==> src/rtl/e_match_sequencer.sv <==
// Stimulus/check sequencer for the e_counter match test: steps through the
// test cases, waits for the result to settle and scores it against a table.
module e_match_sequencer #(
    parameter int NUM_CASES     = 3,
    parameter int SETTLE_CYCLES = 2
) (
    input  logic       clk_i,
    input  logic       rst_i,
    input  logic       start_i,
    input  logic [7:0] result_i,
    output logic [7:0] test_case_o,
    output logic       busy_o,
    output logic       done_o,
    output logic [7:0] pass_count_o,
    output logic [7:0] fail_count_o,
    output logic [7:0] first_fail_o
);

    typedef enum logic [2:0] {
        IDLE,
        DRIVE,
        SETTLE,
        CHECK,
        DONE
    } state_e;

    localparam logic [7:0] LastCase   = 8'(NUM_CASES - 1);
    localparam logic [3:0] SettleLoad = 4'(SETTLE_CYCLES - 1);
    localparam logic [7:0] NoFail     = 8'hFF;

    function automatic logic [7:0] expected(input logic [7:0] idx);
        logic [7:0] v;
        case (idx)
            8'd1:    v = 8'd2;
            8'd2:    v = 8'd3;
            default: v = 8'd0;
        endcase
        return v;
    endfunction

    state_e     state_q, state_d;
    logic [7:0] case_q, case_d;
    logic [7:0] pass_q, pass_d;
    logic [7:0] fail_q, fail_d;
    logic [7:0] ffail_q, ffail_d;
    logic [3:0] cnt_q, cnt_d;
    logic       done_q, done_d;

    always_ff @(posedge clk_i) begin
        if (rst_i) begin
            state_q <= IDLE;
            case_q  <= 8'd0;
            pass_q  <= 8'd0;
            fail_q  <= 8'd0;
            ffail_q <= NoFail;
            cnt_q   <= 4'd0;
            done_q  <= 1'b0;
        end else begin
            state_q <= state_d;
            case_q  <= case_d;
            pass_q  <= pass_d;
            fail_q  <= fail_d;
            ffail_q <= ffail_d;
            cnt_q   <= cnt_d;
            done_q  <= done_d;
        end
    end

    always_comb begin
        state_d = state_q;
        case_d  = case_q;
        pass_d  = pass_q;
        fail_d  = fail_q;
        ffail_d = ffail_q;
        cnt_d   = cnt_q;
        // done lags DONE entry by one edge and drops on the accepting start
        done_d  = (state_q == DONE) && !start_i;
        unique case (state_q)
            IDLE, DONE: begin
                if (start_i) begin
                    state_d = DRIVE;
                    case_d  = 8'd0;
                    pass_d  = 8'd0;
                    fail_d  = 8'd0;
                    ffail_d = NoFail;
                end
            end
            DRIVE: begin
                cnt_d   = SettleLoad;
                state_d = SETTLE;
            end
            SETTLE: begin
                if (cnt_q == 4'd0) begin
                    state_d = CHECK;
                end else begin
                    cnt_d = cnt_q - 4'd1;
                end
            end
            CHECK: begin
                if (result_i == expected(case_q)) begin
                    if (pass_q != 8'hFF) pass_d = pass_q + 8'd1;
                end else begin
                    if (fail_q != 8'hFF) fail_d = fail_q + 8'd1;
                    if (ffail_q == NoFail) ffail_d = case_q;
                end
                if (case_q == LastCase) begin
                    state_d = DONE;
                end else begin
                    case_d  = case_q + 8'd1;
                    state_d = DRIVE;
                end
            end
            default: state_d = IDLE;
        endcase
    end

    always_comb begin
        busy_o       = (state_q == DRIVE) || (state_q == SETTLE)
                    || (state_q == CHECK);
        done_o       = done_q;
        test_case_o  = case_q;
        pass_count_o = pass_q;
        fail_count_o = fail_q;
        first_fail_o = ffail_q;
    end

endmodule

==> config.mk <==
export PLATFORM = sky130hd
export DESIGN_NAME = e_match_sequencer
export DESIGN_NICKNAME = d
export VERILOG_FILES = /design/src/rtl/e_match_sequencer.sv
export SDC_FILE = /design/constraint.sdc
export NUM_CORES = 1
export LEC_CHECK = 0
export CAP_MARGIN = 20
export CORE_UTILIZATION = 56
export CTS_CLUSTER_SIZE = 40
export DETAILED_ROUTE_END_ITERATION = 16
export DONT_BUFFER_PORTS = 1
export GPL_TIMING_DRIVEN = 0
export HOLD_SLACK_MARGIN = 0.08
export PLACE_DENSITY = 0.74
export SETUP_SLACK_MARGIN = 0.4
export SYNTH_ARGS = -nofsm -noshare
export SYNTH_HDL_FRONTEND = slang
export SYNTH_SLANG_ARGS = --single-unit
==> constraint.sdc <==
create_clock -name clk_i -period 2.2 [get_ports clk_i]
set_clock_uncertainty 0.15 [all_clocks]
set_input_delay 0.55 -clock clk_i [delete_from_list [all_inputs] [get_ports clk_i]]
set_output_delay 0.55 -clock clk_i [all_outputs]
set_load 0.005 [all_outputs]
==> impl_metrics.tcl <==
set metrics [dict create \
    status "completed" \
    powerDensity_nw_per_um2 759 \
    setup-violations-final 0 \
    first_iter_violations 145 \
    synth-seq-area-share_pct 38.6 \
    yosysTopAreaCell "dfxtp_1" \
    die_x_um 62.9 \
    synth_edf_count 0 \
    start_util_pct 60.3 \
    fp.dieArea_um2 3950 \
    syn_nets 243 \
    ys_warn_count 0 \
    grt_pass1_vias 1822 \
    relSlewSlack_pct 64.1 \
    worst_path_max_delay_cell "dfxtp_4" \
    drtPass1Iterations 4 \
    fmax_mhz 465 \
    drv_cap 0 \
    syn_area_per_cell_um2 9.18 \
    synthCells 226 \
    die_h_um 62.9 \
    crit_type "reg2reg" \
    rrSetupSlack_ns 0.05 \
    hpwl_um 3380 \
    ant_nets 0 \
    portBuffers 0 \
    period_needed_ns 2.15 \
    nets 267 \
    yosysTopAreaCellShare_pct 38.6 \
    via_per_inst 6.46 \
    multi_input_area_um2 1400 \
    cts_inserted_buffers 5 \
    cellLeakagePower_nw 0.961 \
    reg2reg_from "test_case_o[0]" \
    cts_root_buffer "clkbuf_8" \
    final_max_slew_viol_count 0 \
    async_flop_share_pct 0 \
    antenna_found_initial 0 \
    rows 21 \
    track_usage_pct 28.3 \
    io_pins 45 \
    synthTopCellsByArea "dfxtp_1 (39%), nand2b_1 (4.5%), ha_1 (3.6%), nor2_1 (3.4%), o32ai_1 (3.4%)" \
    grt_max_degree 12 \
    min_period_over_period_pct 97.8 \
    cp.arrival_ns 2.19 \
    grt_pass1_wl_um 8830 \
    synth_cell_types 54 \
    critPathMaxStageDelay_ns 0.41 \
    cts.clk_slew.worst_paths_ns 0.07 \
    ir_drop_mv 0.530 \
    tightest_slew_ns 0.538 \
    hold_viol 0 \
    hp-class "in2reg" \
    crit_family "compound AO/OA/AOI/OAI gates" \
    cts_buffer_depth 2 \
    reg2reg_depth 9 \
    cp-start-kind "flip-flop" \
    syn_area_um2 2080 \
    worstPathCellList "inv_4 -> ha_4 -> nor4bb_1 -> o211a_1 -> o21ba_1 -> buf_6 -> buf_12 -> nor4_2 -> a221o_1" \
    fillers 225 \
    wl_per_cell_um 18.9 \
    grt-ovfl-total 0 \
    drive_above_1_share_pct 30.3 \
    dpl_cell_area_um2 2200 \
    setup_tns_ns 0 \
    ys.flop_type "dfxtp_1" \
    wl_um 5600 \
    holdPathEnd "done_o" \
    ys_ff_latch 40 \
    clkSinkCount 40 \
    gp_routability_congestion 0.795 \
    end_kind "flip-flop" \
    cts_htree_levels 2 \
    grt_setup_unrepaired "yes" \
    num_vias 1919 \
    r2r-end "fail_count_o[6]" \
    clk_latency_ns 0.30 \
    design_area_um2 2620 \
    route.detailed.drc 0 \
    crit_fanout 6 \
    hp-start "start_i" \
    cts_tree "built" \
    areaGrowthSynthToFinish_pct 26.3 \
    seq_area_um2 815 \
    antennaDiodeCount 0 \
    fp.coreArea_um2 3440 \
    path_buf_inv 3 \
    holdPathStages 2 \
    cp.required_ns 2.24 \
]
[cells by family after synthesis]
logic type | Yosys count | synth area share (%)
AO/OA/AOI/OAI | 50 | 20.9
XOR/XNOR | 12 | 5.06
adder cells (fa/ha/maj) | 6 | 3.62
buffers and inverters | 16 | 3.68
flip-flops | 40 | 38.6
multiplexers | 3 | 1.57
AND/OR/NAND/NOR | 99 | 26.6
[timing repair]
action                                  in CTS  in global routing
setup buffers                               12                  4
pin swaps                                   17                 17
resized for setup                           18                 25
hold buffers                                 0                  0
endpoints found under the setup margin      34                 35
gates cloned                                 1                  0
[state kept, by name, summed over array words and instances (netlist names)]
name,flops
fail_count_o,8
first_fail_o,8
pass_count_o,8
test_case_o,8
cnt_q,4
state_q,3
done_o,1
[through the flow]
stage	utilization (%)	power (W)	hold slack [ns]	cells	setup WS, ns
floorplan	-	0.00119	0.317	226	0.168
global placement	63.9	0.00126	0.335	272	0.00854
detailed placement	63.9	0.00128	0.354	272	-0.00397
CTS	72.2	0.00187	0.302	293	0.0528
global route	76.2	0.00208	0.323	297	-0.0330
finish	76.2	0.00199	0.308	297	0.0478
[power breakdown]
part | leakage, nW | switching [W] | internal, W
clock network | 0.0455 | 0.000247 | 0.000256
logic | 0.589 | 0.000356 | 0.000283
registers | 0.327 | 0.0000628 | 0.000785
total | 0.961 | 0.000666 | 0.00132
[cell type report]
cell class                      instances  area share (%)
Sequential cell                        40            31.1
Clock buffer                            8            3.44
Timing Repair Buffer                   17            5.78
Inverter                                6           0.955
Tap cell                               46            2.20
Buffer                                 10            3.05
Multi-Input combinational cell        170            53.5
[cell usage after synthesis, types with 7 or more instances]
library cell  number
o32ai_1            8
xor2_1             7
dfxtp_1           40
nand3_1            9
and3_1             8
nor2_1            19
nor3_1             7
nand2b_1          15
nand2_1           12
[placed cells by master, fill, tap and decap left out, types with 4 or more instances in the layout]
master    synthesis  final
a21o_1            4      4
a21oi_2           1      4
a22o_1            5      5
and3_1            8      7
buf_4             0     15
buf_6             2      4
clkbuf_1          6      5
clkbuf_8          0      6
dfxtp_1          40     33
dfxtp_2           0      5
ha_1              6      4
inv_1             6      4
nand2_1          12     11
nand2b_1         15     15
nand3_1           9      7
nand4_1           6      6
nor2_1           19     19
nor3_1            7      6
o32ai_2           0      5
or3_1             4      4
xnor2_1           5      5
xor2_1            7      7
[worst max path at each step]
stage / start / endpoint / slack [ns] / depth (start not counted)
2_1_floorplan: test_case_o[1] / fail_count_o[6] / 0.17 / 9
3_3_place_gp: test_case_o[4] / fail_count_o[6] / 0.009 / 5
3_5_place_dp: test_case_o[4] / fail_count_o[6] / -0.004 / 5
4_1_cts: test_case_o[1] / fail_count_o[6] / 0.05 / 9
5_1_grt: test_case_o[1] / fail_count_o[6] / -0.03 / 9
6_report: test_case_o[0] / fail_count_o[6] / 0.05 / 9
[layer usage]
| layer | vias up | wire [µm] | GRT usage, % |
|---|---|---|---|
| met5 | - | 0 | 0 |
| met1 | 962 | 2380 | 33.0 |
| met3 | 11 | 276 | 8.94 |
| li1 | 886 | - | - |
| met4 | 0 | 104 | 10.8 |
| met2 | 60 | 2840 | 47.8 |
No activity file was read; power rests on OpenSTA's default activity.
